`src/rtl/lock_pkg.sv`:
```
// Shared types and default constants for the digital-lock attempt controller.
// The ALARM state is only reachable when the design is built with LOCK_ALARM_EN.
package lock_pkg;

  typedef enum logic [1:0] {
    IDLE    = 2'd0,
    OPEN    = 2'd1,
    LOCKOUT = 2'd2,
    ALARM   = 2'd3
  } lock_state_e;

  localparam int MAX_TRIES_DEF     = 3;
  localparam int UNLOCK_CYCLES_DEF = 8;
  localparam int LOCKOUT_LIMIT_DEF = 2;

  // Width of a counter that must be able to hold the value n.
  function automatic int cnt_width(input int n);
    return (n < 1) ? 1 : $clog2(n + 1);
  endfunction

endpackage

```
`src/rtl/lock_hold_timer.sv`:
```
// Loadable down-counter that times the unlock hold window.
// expire is high in the last cycle of the window; busy covers the whole window.
module lock_hold_timer
  import lock_pkg::*;
#(
  parameter int CYCLES = UNLOCK_CYCLES_DEF
) (
  input  logic clk,
  input  logic rst,
  input  logic load,
  output logic busy,
  output logic expire
);

  localparam int CW = cnt_width(CYCLES);

  logic [CW-1:0] r_count;
  logic          r_busy;

  always_ff @(posedge clk) begin
    if (rst) begin
      r_count <= '0;
      r_busy  <= 1'b0;
    end else if (load) begin
      r_count <= CW'(CYCLES - 1);
      r_busy  <= 1'b1;
    end else if (r_busy) begin
      if (r_count == '0) begin
        r_busy <= 1'b0;
      end else begin
        r_count <= r_count - CW'(1);
      end
    end
  end

  assign busy   = r_busy;
  assign expire = r_busy && (r_count == '0);

endmodule

```
`src/rtl/lock_attempt_ctrl.sv`:
```
// Code-entry supervisor: timed unlock, wrong-code counting and countdown lockout.
// Build with LOCK_ALARM_EN to add the sticky ALARM state after repeated lockouts.
module lock_attempt_ctrl
  import lock_pkg::*;
#(
  parameter int MAX_TRIES     = MAX_TRIES_DEF,
  parameter int UNLOCK_CYCLES = UNLOCK_CYCLES_DEF,
  parameter int LOCKOUT_LIMIT = LOCKOUT_LIMIT_DEF
) (
  input  logic                          clk,
  input  logic                          rst,
  input  logic                          code_valid,
  input  logic                          code_match,
  input  logic                          cd_done,
  output logic                          cd_start,
  output logic                          unlock,
  output logic                          lockout,
  output logic [$clog2(MAX_TRIES+1)-1:0] fail_cnt,
  output logic                          alarm
);

  localparam int FW = $clog2(MAX_TRIES + 1);

  lock_state_e   r_state;
  lock_state_e   w_state_next;
  logic [FW-1:0] r_fail;
  logic [FW-1:0] w_fail_next;
  logic          r_cd_start;
  logic          w_cd_start_next;
  logic          r_unlock;
  logic          r_lockout;
  logic          w_load;
  logic          w_busy;
  logic          w_expire;

`ifdef LOCK_ALARM_EN
  localparam int LW = cnt_width(LOCKOUT_LIMIT);

  logic [LW-1:0] r_lock_cnt;
  logic [LW-1:0] w_lock_cnt_next;
  logic [LW-1:0] w_lock_cnt_inc;
  logic          r_alarm;

  assign w_lock_cnt_inc = (r_lock_cnt == LW'(LOCKOUT_LIMIT)) ? r_lock_cnt
                                                             : r_lock_cnt + LW'(1);
`endif

  lock_hold_timer #(
    .CYCLES (UNLOCK_CYCLES)
  ) u_hold_timer (
    .clk    (clk),
    .rst    (rst),
    .load   (w_load),
    .busy   (w_busy),
    .expire (w_expire)
  );

  always_comb begin
    w_state_next    = r_state;
    w_fail_next     = r_fail;
    w_cd_start_next = 1'b0;
    w_load          = 1'b0;
`ifdef LOCK_ALARM_EN
    w_lock_cnt_next = r_lock_cnt;
`endif
    case (r_state)
      IDLE: begin
        if (code_valid) begin
          if (code_match) begin
            w_state_next = OPEN;
            w_fail_next  = '0;
            w_load       = 1'b1;
`ifdef LOCK_ALARM_EN
            w_lock_cnt_next = '0;
`endif
          end else if (int'(r_fail) + 1 < MAX_TRIES) begin
            w_fail_next = r_fail + FW'(1);
          end else begin
            w_fail_next = '0;
`ifdef LOCK_ALARM_EN
            w_lock_cnt_next = w_lock_cnt_inc;
            if (w_lock_cnt_inc == LW'(LOCKOUT_LIMIT)) begin
              w_state_next = ALARM;
            end else begin
              w_state_next    = LOCKOUT;
              w_cd_start_next = 1'b1;
            end
`else
            w_state_next    = LOCKOUT;
            w_cd_start_next = 1'b1;
`endif
          end
        end
      end
      OPEN: begin
        if (w_expire || !w_busy) begin
          w_state_next = IDLE;
        end
      end
      LOCKOUT: begin
        // r_cd_start marks the first lockout cycle, where cd_done may still be stale.
        if (!r_cd_start && cd_done) begin
          w_state_next = IDLE;
        end
      end
      default: begin
`ifndef LOCK_ALARM_EN
        w_state_next = IDLE;
`endif
      end
    endcase
  end

  always_ff @(posedge clk) begin
    if (rst) begin
      r_state    <= IDLE;
      r_fail     <= '0;
      r_cd_start <= 1'b0;
      r_unlock   <= 1'b0;
      r_lockout  <= 1'b0;
    end else begin
      r_state    <= w_state_next;
      r_fail     <= w_fail_next;
      r_cd_start <= w_cd_start_next;
      r_unlock   <= (w_state_next == OPEN);
      r_lockout  <= (w_state_next == LOCKOUT) || (w_state_next == ALARM);
    end
  end

`ifdef LOCK_ALARM_EN
  always_ff @(posedge clk) begin
    if (rst) begin
      r_lock_cnt <= '0;
      r_alarm    <= 1'b0;
    end else begin
      r_lock_cnt <= w_lock_cnt_next;
      r_alarm    <= (w_state_next == ALARM);
    end
  end

  assign alarm = r_alarm;
`else
  assign alarm = 1'b0;
`endif

  assign cd_start = r_cd_start;
  assign unlock   = r_unlock;
  assign lockout  = r_lockout;
  assign fail_cnt = r_fail;

endmodule
```
`config.mk`:
```
export PLATFORM = sky130hd
export DESIGN_NAME = lock_attempt_ctrl
export DESIGN_NICKNAME = d
export VERILOG_FILES = /design/src/rtl/lock_pkg.sv /design/src/rtl/lock_hold_timer.sv /design/src/rtl/lock_attempt_ctrl.sv
export SDC_FILE = /design/constraint.sdc
export NUM_CORES = 1
export LEC_CHECK = 0
export CAP_MARGIN = 25
export CORE_AREA = 2 2 39 41
export DETAILED_ROUTE_END_ITERATION = 6
export DIE_AREA = 0 0 41 43
export PLACE_DENSITY = 0.63
export SYNTH_ARGS = -nofsm -noshare
export SYNTH_HDL_FRONTEND = slang
export SYNTH_HIERARCHICAL = 1
export SYNTH_SLANG_ARGS = --single-unit
```
`constraint.sdc`:
```
create_clock -name clk -period 2.23 [get_ports clk]
set_input_delay 0.5575 -clock clk [delete_from_list [all_inputs] [get_ports clk]]
set_output_delay 0.5575 -clock clk [all_outputs]
set_load 0.01 [all_outputs]
```
==> flow_summary.toml <==
[run_status]
run_status = "finished clean"

[drt]
drtIter0Drc = 4
remaining_drc_errors = 0
antenna_left = 0
num_vias = 446
dr.pass1.iters = 2
vias_per_cell = 5.310
wire_per_inst_um = 11.79
drt_wl_total_um = 990

[finish]
multiInputGateArea_um2 = 276.5
instances_no_fill = 84
synthToLayoutAreaGrowth_pct = 24.83
design_area_um2 = 679.4
drive_gt1_share_pct = 19.12
seq_area_um2 = 240.2
fillers = 138
diodes = 0
fin_nets = 76

[timing]
setup_viol = 0
hold_viol = 0
fmax_mhz = 567.7
skew_ps = 1.791
post-route-period-util_pct = 79.00
period_needed_ps = 1762
rsz0062_at_grt = "no"
setup_tns_ps = 0
finalMaxSlewViolations = 0

[clock_network]
ctsHoldBuffers = 0
cts_buffers = 3
path_clk_slew_ps = 70
clock-sinks = 12
cts_setup_buffers = 0
insertion_delay_ps = 260
cts.path.max_buffers = 2
cts_tree = "yes"
cts_root_buf = "clkbuf_4"
ctsHtreeMaxLevel = 1
cts_resized = 0

[setup_path]
crit_required_ps = 1670
critical-path-max-stage-delay_ps = 560
critPathSlowestCell = "clkdlybuf4s50_1"
critPathTopFamily = "buffers and inverters"
startpoint_type = "flop"
reg2reg_depth = 5
path_buf_inv = 1
rrSetupSlack_ps = 700
path_class = "reg2out"
r2r-end = "u_hold_timer/r_count[0]$_SDFFE_PP0P_"
cp_data_arrival_time_ps = 1200
end_kind = "output port"
r2r_start = "u_hold_timer/r_count[0]$_SDFFE_PP0P_"
worstPathMaxFanout = 5
cp_cell_sequence = "clkdlybuf4s50_1"

[placement]
port_buffers = 9
hpwl_um = 742
dp_cells = 81
place_area_um2 = 656.9
routabilityCongestion = 0.6427

[yosys]
yosysWarnings = 6
mappedNetlistArea_um2 = 544.3
syn_inst = 56
seq_area_frac_synth_pct = 44.14
synth_fp_nets = 62
ys_ff_latch = 12
ys_types = 27
avgSynthCellArea_um2 = 9.719

[global_route]
first_global_vias = 403
grt.total_usage_pct = 13.49
overflow = 0
grt_antenna_before_repair = 0
grt_pass1_wl_um = 1593
grt_max_degree = 10

[pwr]
powerDensity_mw_per_mm2 = 636.9
p_leak_nw = 0.2567
total_power_mw = 0.4327
ir_worst_vdd_mv = 0.3506

[die]
die_x_um = 41
dieHeight_um = 43
rows = 14
die_area_mm2 = 0.001763
num_io_pins = 11
core_mm2 = 0.001384
start_util_pct = 39.33

[flow_run]
maxCapViolations = 0

[worst_hold_path]
hold_start = "fail_cnt[1]$_SDFFE_PP0P_"
hold_depth = 2
holdPathEnd = "fail_cnt[1]$_SDFFE_PP0P_"
hp-class = "reg2reg"
-- cells by family (layout without fill, tap and decap cells) --
family / count (synthesis) / count (layout) / synth area share (%)
DFF: 12 / 12 / 44.14
AOI/OAI and AO/OA: 10 / 10 / 13.79
other: 1 / 1 / 0.6890
muxes: 1 / 1 / 1.839
and+or+nand+nor: 25 / 25 / 32.18
adders and majority gates: 1 / 1 / 2.298
buffers and inverters: 6 / 18 / 5.056
-- worst max-delay path by stage --
| stage | from | to | slack, ps | cells after the start |
|---|---|---|---|---|
| floorplan | code_valid | u_hold_timer/r_count[0]$_SDFFE_PP0P_ | 610 | 5 |
| global placement | code_valid | u_hold_timer/r_count[0]$_SDFFE_PP0P_ | 290 | 5 |
| detailed placement | code_valid | u_hold_timer/r_count[0]$_SDFFE_PP0P_ | 240 | 5 |
| CTS | fail_cnt[1]$_SDFFE_PP0P_ | fail_cnt[1] | 440 | 1 |
| global route | fail_cnt[1]$_SDFFE_PP0P_ | fail_cnt[1] | 400 | 1 |
| finish | fail_cnt[1]$_SDFFE_PP0P_ | fail_cnt[1] | 470 | 1 |
-- through the flow --
step | hold WS [ps] | util [%] | setup WS [ps]
global placement | 512.4 | 47.47 | 289.2
CTS | 518.8 | 49.10 | 444.3
detailed placement | 506.6 | 47.47 | 240.4
global route | 560.3 | 49.10 | 400.7
floorplan | 475.5 | - | 614.7
finish | 519.6 | 49.10 | 468.4
-- layout by cell type (no fill, tap or decap) --
cell type	n
a211oi_1	4
and2_2	1
clkdlybuf4s50_1	9
nor3b_4	1
nor4_1	1
a31o_2	2
nand3_1	1
and3_4	1
dfxtp_1	12
nor4b_1	1
or3b_4	1
mux2i_1	1
clkbuf_4	3
o41ai_1	1
a32oi_1	1
buf_4	2
a21oi_1	1
and4b_1	1
ha_1	1
o21ai_0	1
nand2b_1	2
nor3_1	6
nand4b_1	1
inv_1	4
nor2_1	5
and4b_2	2
conb_1	1
nand2_1	1
-- report_power, final --
group | switching (mW) | internal, mW | leakage [nW]
Clock | 0.0636 | 0.0623 | 0.0138
Sequential | 0.0121 | 0.225 | 0.0980
Combinational | 0.0321 | 0.0379 | 0.145
Total | 0.108 | 0.325 | 0.257
-- area by class of cell --
cell class | instances | area share [%]
Inverter | 4 | 2.210
Clock buffer | 3 | 3.315
Timing Repair Buffer | 11 | 15.47
Sequential cell | 12 | 35.36
Multi-Input combinational cell | 38 | 40.70
Tap cell | 16 | 2.947
-- registers in the layout, indices dropped and copies added, names as in the netlist --
| signal | count |
|---|---|
| fail_cnt | 2 |
| cd_start | 1 |
| u_hold_timer/r_count | 4 |
| r_state | 2 |
| unlock | 1 |
| u_hold_timer/busy | 1 |
| lockout | 1 |
-- routing by layer --
metal  up-vias  GRT usage [%]  share of wire [%]
met1       204          16.88                 49
li1        232              -                  -
met2         8          19.06                 45
met4         0          10.00                1.5
met5         -              0                  0
met3         2          3.141                4.5
-- Yosys cell counts --
library cell | n | area (µm²)
and4b_1 | 1 | 10.01
a21oi_1 | 1 | 5.000
nand4b_1 | 1 | 8.760
nand2b_1 | 2 | 12.51
o41ai_1 | 1 | 8.760
inv_1 | 4 | 15.01
nor4_1 | 1 | 6.260
and2_2 | 1 | 7.510
nor4b_1 | 1 | 8.760
a32oi_1 | 1 | 8.760
nor3_1 | 6 | 30.03
mux2i_1 | 1 | 10.01
nor3b_4 | 1 | 18.77
or3b_4 | 1 | 11.26
ha_1 | 1 | 12.51
and3_4 | 1 | 11.26
a31o_2 | 2 | 17.52
buf_2 | 1 | 5.000
buf_4 | 1 | 7.510
nor2_1 | 5 | 18.77
conb_1 | 1 | 3.750
and4b_2 | 2 | 22.52
nand2_1 | 1 | 3.750
dfxtp_1 | 12 | 240.2
a211oi_1 | 4 | 30.03
o21ai_0 | 1 | 5.000
nand3_1 | 1 | 5.000
Power figures use the tool's default switching activity.
